**config.mk**
```make
export PLATFORM = sky130hd
export DESIGN_NAME = id_ex_stage
export DESIGN_NICKNAME = d
export VERILOG_FILES = /design/src/rtl/id_ex_stage.sv
export SDC_FILE = /design/constraint.sdc
export NUM_CORES = 1
export LEC_CHECK = 0
export ABC_AREA = 1
export CORE_ASPECT_RATIO = 1.75
export CORE_MARGIN = 5
export CORE_UTILIZATION = 31
export DETAILED_ROUTE_END_ITERATION = 12
export GPL_TIMING_DRIVEN = 0
export HOLD_SLACK_MARGIN = 0.12
export PLACE_DENSITY = 0.65
export SETUP_SLACK_MARGIN = 0.02
export SYNTH_ARGS = -nofsm -noshare
export SYNTH_HDL_FRONTEND = slang
export SYNTH_SLANG_ARGS = --single-unit
```
**constraint.sdc**
```tcl
create_clock -name i_clk -period 1.65 [get_ports i_clk]
set_input_delay 0.4125 -clock i_clk [delete_from_list [all_inputs] [get_ports i_clk]]
set_output_delay 0.4125 -clock i_clk [all_outputs]
set_load 0.02 [all_outputs]
```
**src/rtl/id_ex_stage.sv**
```systemverilog
// ID/EX pipeline register with load-use hazard detection, flush and stall
// handling, plus saturating bubble/flush event counters.
//
// Ports:
//   i_clk, i_rst_n       clock, synchronous active-low reset
//   i_*D                 decoded D-stage instruction fields
//   i_flushE             kill the instruction entering E (redirect in EX)
//   i_stall_ext          freeze the whole front end (downstream stall)
//   o_stall_fd           hold PC and IF/ID (combinational)
//   o_*E                 registered E-stage copies of the D fields
//   o_bubble_cnt         load-use bubbles inserted (saturating)
//   o_flush_cnt          flush bubbles inserted (saturating)
module id_ex_stage #(
    parameter int XLEN   = 32,
    parameter int CTRL_W = 16,
    parameter int CNT_W  = 16
) (
    input  logic              i_clk,
    input  logic              i_rst_n,
    input  logic              i_validD,
    input  logic [XLEN-1:0]   i_pcD,
    input  logic [XLEN-1:0]   i_rs1_dataD,
    input  logic [XLEN-1:0]   i_rs2_dataD,
    input  logic [XLEN-1:0]   i_immD,
    input  logic [4:0]        i_rs1_addrD,
    input  logic [4:0]        i_rs2_addrD,
    input  logic              i_rs1_usedD,
    input  logic              i_rs2_usedD,
    input  logic [4:0]        i_rd_addrD,
    input  logic              i_rd_wrenD,
    input  logic              i_mem_rdenD,
    input  logic              i_mem_wrenD,
    input  logic              i_branchD,
    input  logic              i_jumpD,
    input  logic [CTRL_W-1:0] i_ctrlD,
    input  logic              i_flushE,
    input  logic              i_stall_ext,
    output logic              o_stall_fd,
    output logic              o_validE,
    output logic [XLEN-1:0]   o_pcE,
    output logic [XLEN-1:0]   o_rs1_dataE,
    output logic [XLEN-1:0]   o_rs2_dataE,
    output logic [XLEN-1:0]   o_immE,
    output logic [4:0]        o_rs1_addrE,
    output logic [4:0]        o_rs2_addrE,
    output logic [4:0]        o_rd_addrE,
    output logic              o_rd_wrenE,
    output logic              o_mem_rdenE,
    output logic              o_mem_wrenE,
    output logic              o_branchE,
    output logic              o_jumpE,
    output logic [CTRL_W-1:0] o_ctrlE,
    output logic [CNT_W-1:0]  o_bubble_cnt,
    output logic [CNT_W-1:0]  o_flush_cnt
);

    typedef struct packed {
        logic              valid;
        logic [XLEN-1:0]   pc;
        logic [XLEN-1:0]   rs1_data;
        logic [XLEN-1:0]   rs2_data;
        logic [XLEN-1:0]   imm;
        logic [4:0]        rs1_addr;
        logic [4:0]        rs2_addr;
        logic [4:0]        rd_addr;
        logic              rd_wren;
        logic              mem_rden;
        logic              mem_wren;
        logic              branch;
        logic              jump;
        logic [CTRL_W-1:0] ctrl;
    } id_ex_t;

    id_ex_t            e_q;
    id_ex_t            e_d;
    id_ex_t            d_in;
    logic [CNT_W-1:0]  bubble_cnt_q;
    logic [CNT_W-1:0]  bubble_cnt_d;
    logic [CNT_W-1:0]  flush_cnt_q;
    logic [CNT_W-1:0]  flush_cnt_d;

    logic rs1_hit;
    logic rs2_hit;
    logic hazard;
    logic do_hold;
    logic do_flush;
    logic do_bubble;
    logic do_load;

    function automatic logic [CNT_W-1:0] sat_inc(
        input logic [CNT_W-1:0] v
    );
        return (&v) ? v : v + 1'b1;
    endfunction

    // Only a real load with a nonzero destination can create a hazard;
    // x0 is never written so readers of x0 never wait.
    assign rs1_hit = i_rs1_usedD && (i_rs1_addrD == e_q.rd_addr);
    assign rs2_hit = i_rs2_usedD && (i_rs2_addrD == e_q.rd_addr);

    assign hazard = e_q.valid && e_q.mem_rden
                 && (e_q.rd_addr != 5'd0) && i_validD
                 && (rs1_hit || rs2_hit);

    // A flush kills the dependent instruction anyway, so no need to hold D.
    assign o_stall_fd = i_stall_ext || (hazard && !i_flushE);

    // Mutually exclusive actions in priority order.
    assign do_hold   = i_stall_ext;
    assign do_flush  = !i_stall_ext && i_flushE;
    assign do_bubble = !i_stall_ext && !i_flushE && hazard;
    assign do_load   = !i_stall_ext && !i_flushE && !hazard;

    // An invalid D slot still carries its fields through, but every
    // side-effecting control bit is gated off.
    always_comb begin
        d_in          = '0;
        d_in.valid    = i_validD;
        d_in.pc       = i_pcD;
        d_in.rs1_data = i_rs1_dataD;
        d_in.rs2_data = i_rs2_dataD;
        d_in.imm      = i_immD;
        d_in.rs1_addr = i_rs1_addrD;
        d_in.rs2_addr = i_rs2_addrD;
        d_in.rd_addr  = i_rd_addrD;
        d_in.rd_wren  = i_validD && i_rd_wrenD;
        d_in.mem_rden = i_validD && i_mem_rdenD;
        d_in.mem_wren = i_validD && i_mem_wrenD;
        d_in.branch   = i_validD && i_branchD;
        d_in.jump     = i_validD && i_jumpD;
        d_in.ctrl     = i_ctrlD;
    end

    always_comb begin
        e_d          = e_q;
        bubble_cnt_d = bubble_cnt_q;
        flush_cnt_d  = flush_cnt_q;
        unique case (1'b1)
            do_hold: begin
                e_d = e_q;
            end
            do_flush: begin
                e_d         = '0;
                flush_cnt_d = sat_inc(flush_cnt_q);
            end
            do_bubble: begin
                e_d          = '0;
                bubble_cnt_d = sat_inc(bubble_cnt_q);
            end
            do_load: begin
                e_d = d_in;
            end
            default: begin
                e_d = e_q;
            end
        endcase
    end

    always_ff @(posedge i_clk) begin
        if (!i_rst_n) begin
            e_q          <= '0;
            bubble_cnt_q <= '0;
            flush_cnt_q  <= '0;
        end else begin
            e_q          <= e_d;
            bubble_cnt_q <= bubble_cnt_d;
            flush_cnt_q  <= flush_cnt_d;
        end
    end

    assign o_validE     = e_q.valid;
    assign o_pcE        = e_q.pc;
    assign o_rs1_dataE  = e_q.rs1_data;
    assign o_rs2_dataE  = e_q.rs2_data;
    assign o_immE       = e_q.imm;
    assign o_rs1_addrE  = e_q.rs1_addr;
    assign o_rs2_addrE  = e_q.rs2_addr;
    assign o_rd_addrE   = e_q.rd_addr;
    assign o_rd_wrenE   = e_q.rd_wren;
    assign o_mem_rdenE  = e_q.mem_rden;
    assign o_mem_wrenE  = e_q.mem_wren;
    assign o_branchE    = e_q.branch;
    assign o_jumpE      = e_q.jump;
    assign o_ctrlE      = e_q.ctrl;
    assign o_bubble_cnt = bubble_cnt_q;
    assign o_flush_cnt  = flush_cnt_q;

endmodule
```
# After elaboration in Yosys (flattened, before gate mapping)
# Cells that the tools add are included.
# classes
n_addsub,2
eq_ne,2
mux,1
bitwise,2
n_reduce_logical,28
# ops
cell,count
one-hot mux 165 bit (2 select lines),1
adder 16 x 1 -> 16 bit (second input constant),2
AND reduction 16 bit,2
logical AND 1 bit,16
equality test 5 bit,2
nonzero test 5 bit,1
AND reduction 2 bit,2
logical NOT 1 bit,3
logical OR 1 bit,2
NOT 1 bit,2
nonzero test 2 bit,1
OR reduction 2 bit,1
# word_totals
ff_bits,197
in_bits,171
output_inout_bits,198
wordCells,51

# Depth between registers and ports, before layout
# logic_depth
word_depth,7
ltp_mapped,11

# Least setup slack after synthesis
# Ideal clock, no wire load.
# synth_path
path_kind,reg-to-output
start,register e_q (netlist bit o_rd_addrE[1])
end,output port o_stall_fd
arrival_ps,1538
required_ps,1237
setup_slack_ps,-301
stages_incl_launch_ff,10
path_buffers,1
path_cell_list,dfxtp_1 inv_2 nand2_1 nand2_1 nor2_1 nand3_2 nand2_4 nand2_2 buf_2 o21bai_1
# synth_between
elab_chain_len,6
word_cells_on_any_way,11
cone_classes,eq/ne (2); reduce/logical (9)
# synth_lines
element,line,rtl
"start, declared",74,id_ex_t e_q;
"start signal, assigned",161,e_q <= '0;
"start signal, assigned",165,e_q <= e_d;
equality test 5 bit (tied with other cells),98,assign rs1_hit = i_rs1_usedD && (i_rs1_addrD == e_q.rd_addr);
logical AND 1 bit (on tied branches),"98, 102, 99",
logical OR 1 bit / logical AND 1 bit (equally long branches),"103, 102",
logical AND 1 bit *,103,&& (rs1_hit || rs2_hit);
logical AND 1 bit *,106,assign o_stall_fd = i_stall_ext || (hazard && !i_flushE);
logical OR 1 bit *,106,
"end, declared",38,"output logic o_stall_fd,"
# Mark *: on every way between the ends. The rest lies on a longest branch, timed or not.

# Worst setup path in the final report
# Ends and elaborated chain as after synthesis.

==> flow_summary.ini <==
[clock_network]
clock-sinks = 197
path_clk_slew_ps = 70
clock_latency_ps = 460
cts_tree = yes
cts_buffers = 17
h-tree-depth = 4
clockBufferDepth = 2
root_buffer = clkbuf_16

[cells_and_area]
final_cells = 1818
fin_nets = 1653
n_fill_cell = 2260
drive_gt1_frac = 0.352
syn_to_final_growth_pct = 86.6
multi_input_area_um2 = 5260
final_util = 0.586
seqCellArea_um2 = 3990

[worst_setup_path]
cp.arrival_ps = 1700
cp_num_cells = 10
worstPathMaxFanout = 4
crit_family = simple AND/OR/NAND/NOR gates
max_stage_delay_ps = 370
critPathCapture = o_stall_fd
rr_worst_depth = 15
start_kind = flip-flop
crit_start = o_rd_addrE[1]
crit_chain = inv_2 -> nand2_1 -> nand2_1 -> nor2_2 -> nand3_2 -> nand2_4 -> nand2_4 -> buf_8 -> o21bai_4 -> buf_6
setup.worst_path.end_class = primary output
path_class = flip-flop to primary output
required_ps = 1240
rr_endpoint = o_immE[29]
critPathBufInv = 3
r2r_setup_slack_ps = -300
worstReg2RegStart = o_rd_addrE[1]
critPathSlowestCell = dfxtp_4

[floorplan]
core_area_um2 = 26000
num_rows = 78
die_y_um = 225
die_w_um = 133
io_pins = 369
dieArea_um2 = 29800
start_util = 0.314

[outcome]
status = finished with violations
failed_checks = setup timing

[timing]
rsz0062_at_grt = yes
max_freq_mhz = 473
fin_ws_ps = -465
timing.final.crit_share = 1.28
worst_slew_pin_slew_ps = 757
finalSetupViolCount = 157
whs_ps = 395
layout_min_cycle_time_ps = 2120
slew_viol_final = 0
slew_headroom = 0.495
finalHoldViolations = 0
clock-skew-final_ps = 15.0

[synth]
synth_largest_area_cell = dfxtp_1
synth_top_family_by_area = simple AND/OR/NAND/NOR gates
syn_inst = 1052
synth_xor_area_frac = 0.0193
synth-simple-area-share = 0.289
muxShareOfSynthArea = 0
synth.ff_latch_count = 197
yosys-top-cells-area = dfxtp_1 48%, nand2_1 11%, a21oi_1 11%
ys_seq_area_frac = 0.484
synth_compound_area_frac = 0.130
postSynthAreaPerCell_um2 = 7.75
synth-adder-area-share = 0.00307
syn_nets = 1225
synth.distinct_cells = 37
synth_top_area_share = 0.484
syn_area_um2 = 8150
ys_warn_count = 0

[detailed_routing]
drt_iter0_markers = 350
drt-total-wl_um = 35300
viasPerCell = 5.07
vias = 9215
drc = 0
post_drt_wl_per_cell_um = 19.4
first_pass_iters = 5
ant_nets = 0

[placement]
port_buffers = 367
post-place-ws_ps = -1570
dp_cells = 1739
routabilityCongestion = 0.889
dp_hpwl_um = 24800

[flow_run]
drv_cap = 0

[min_path]
hold_path_class = input pin to flip-flop

[pwr]
p_leak_nw = 5.90
cellPowerDensity_nw_per_um2 = 714
irDropWorstVdd_mv = 0.678

[global_routing]
grt_max_degree = 19
grt_util_all_layers = 0.213
grt_pass1_wl_um = 49400
antenna_found_initial = 5
first_global_vias = 8757
grt.overflow.total = 0
-- placed cells by master, fill, tap and decap left out, types with 4 or more instances in the layout --
| master | Yosys | routed |
|---|---|---|
| clkbuf_16 | 0 | 26 |
| nand3_4 | 1 | 51 |
| buf_4 | 1 | 19 |
| dfxtp_4 | 0 | 4 |
| o21ai_1 | 2 | 4 |
| clkinv_4 | 0 | 4 |
| clkdlybuf4s15_2 | 0 | 24 |
| buf_16 | 0 | 11 |
| nand4_1 | 11 | 11 |
| nand2_2 | 22 | 23 |
| dfxtp_1 | 197 | 168 |
| buf_8 | 0 | 14 |
| nor3_1 | 13 | 11 |
| clkdlybuf4s50_1 | 0 | 158 |
| nand3_1 | 175 | 26 |
| nor2_2 | 1 | 7 |
| nand2_1 | 245 | 242 |
| clkdlybuf4s15_1 | 0 | 13 |
| inv_2 | 10 | 9 |
| inv_6 | 0 | 5 |
| a21oi_2 | 10 | 133 |
| nand3_2 | 3 | 102 |
| buf_2 | 9 | 9 |
| nor2_1 | 33 | 25 |
| a21oi_1 | 180 | 57 |
| dfxtp_2 | 0 | 25 |
| inv_1 | 31 | 30 |
| dlygate4sd2_1 | 0 | 163 |
| clkbuf_1 | 43 | 32 |
| buf_12 | 2 | 11 |
| clkbuf_2 | 0 | 22 |
| xor2_1 | 10 | 10 |
| diode_2 | 0 | 5 |
| xnor2_1 | 8 | 8 |
| o21ai_0 | 6 | 4 |
-- cell families after synthesis --
family,count (synthesis)
xor+xnor,18
fa+ha+maj,2
flops,197
simple gates,513
buf+inv,120
compound gates,202
-- metrics by stage --
| stage | cell area [um^2] | total power, mW | setup TNS (ps) |
|---|---|---|---|
| floorplan | 8170 | 5.70 | -36.7 |
| CTS | 13500 | 10.7 | -64160 |
| global placement | 12200 | 6.60 | -152260 |
| finish | 15200 | 10.9 | -32260 |
| global route | 15200 | 11.3 | -47490 |
| detailed placement | 12200 | 6.61 | -155460 |
-- what timing repair did --
| item | in CTS | in global routing |
|---|---|---|
| cloned | 11 | 9 |
| buffers inserted | 16 | 16 |
| resized for setup | 413 | 350 |
| hold buffers | 0 | 0 |
| pin swaps | 31 | 86 |
| endpoints found under the setup margin | 394 | 214 |
-- synthesized netlist by cell type (all sizes together) --
master and number:
nand3 179, a31oi 1, nor4 1, nand3b 1, xnor2 8, ha 2, nand4 12, buf 36
xor2 10, nor2 36, nor3 15, inv 41, nor3b 1, o21bai 2, o21ai 8, a21oi 190
clkbuf 43, dfxtp 197, o31ai 1, nand2 268
-- per-layer routing --
layer / GRT usage / vias to the layer above / wire length [um]
met5: 0 / - / 11
met4: 0.117 / 2 / 1530
met1: 0.218 / 4437 / 12600
li1: - / 4396 / -
met2: 0.400 / 299 / 19600
met3: 0.0452 / 81 / 1630
-- worst register-to-register path: stages (launching register included) --
cell and delay [ps]:
dfxtp_4 370, inv_2 50, nand2_1 50, nand2_1 60, nor2_2 110, nand3_2 100
nand2_4 90, nand2_4 70, buf_4 130, buf_6 110, buf_12 150, buf_12 140
buf_12 120, buf_16 130, nand3_2 50, a21oi_1 80
-- area by class of cell --
cell class / count / share of cell area
antenna: 5 / 0.000823
buffer: 75 / 0.0359
clock buffer: 17 / 0.0280
clock inverter: 15 / 0.00954
inverter: 41 / 0.0105
multi-input combinational: 735 / 0.346
sequential: 197 / 0.262
tap: 320 / 0.0263
timing repair buffer: 413 / 0.281
-- state kept, by name, indices dropped and copies added, names as in the netlist, 5 cells and up --
name and count:
o_pcE 32, o_immE 32, o_rd_addrE 5, o_ctrlE 16, o_flush_cnt 16, o_rs2_addrE 5, o_rs1_dataE 32, o_rs2_dataE 32
o_rs1_addrE 5, o_bubble_cnt 16
-- report_power, final --
part / leakage [nW] / switching (mW) / internal, mW / total, mW
logic: 4.00 / 0.941 / 0.770 / 1.71
registers: 1.62 / 0.0819 / 4.90 / 4.99
clock network: 0.277 / 2.04 / 2.12 / 4.16
total: 5.90 / 3.07 / 7.79 / 10.9
-- worst min-delay path by stage --
stage | from | endpoint | slack (ps) | cells past startpoint
floorplan | o_flush_cnt[0] | o_flush_cnt[0] | 500 | 1
global placement | o_immE[23] | o_immE[23] | 440 | 2
detailed placement | o_ctrlE[4] | o_ctrlE[4] | 450 | 2
CTS | i_rs1_addrD[1] | o_rs1_addrE[1] | 380 | 3
global route | i_rs1_addrD[1] | o_rs1_addrE[1] | 400 | 3
finish | i_rs1_addrD[1] | o_rs1_addrE[1] | 400 | 3
Note: power is estimated with default switching activity, not from simulation.
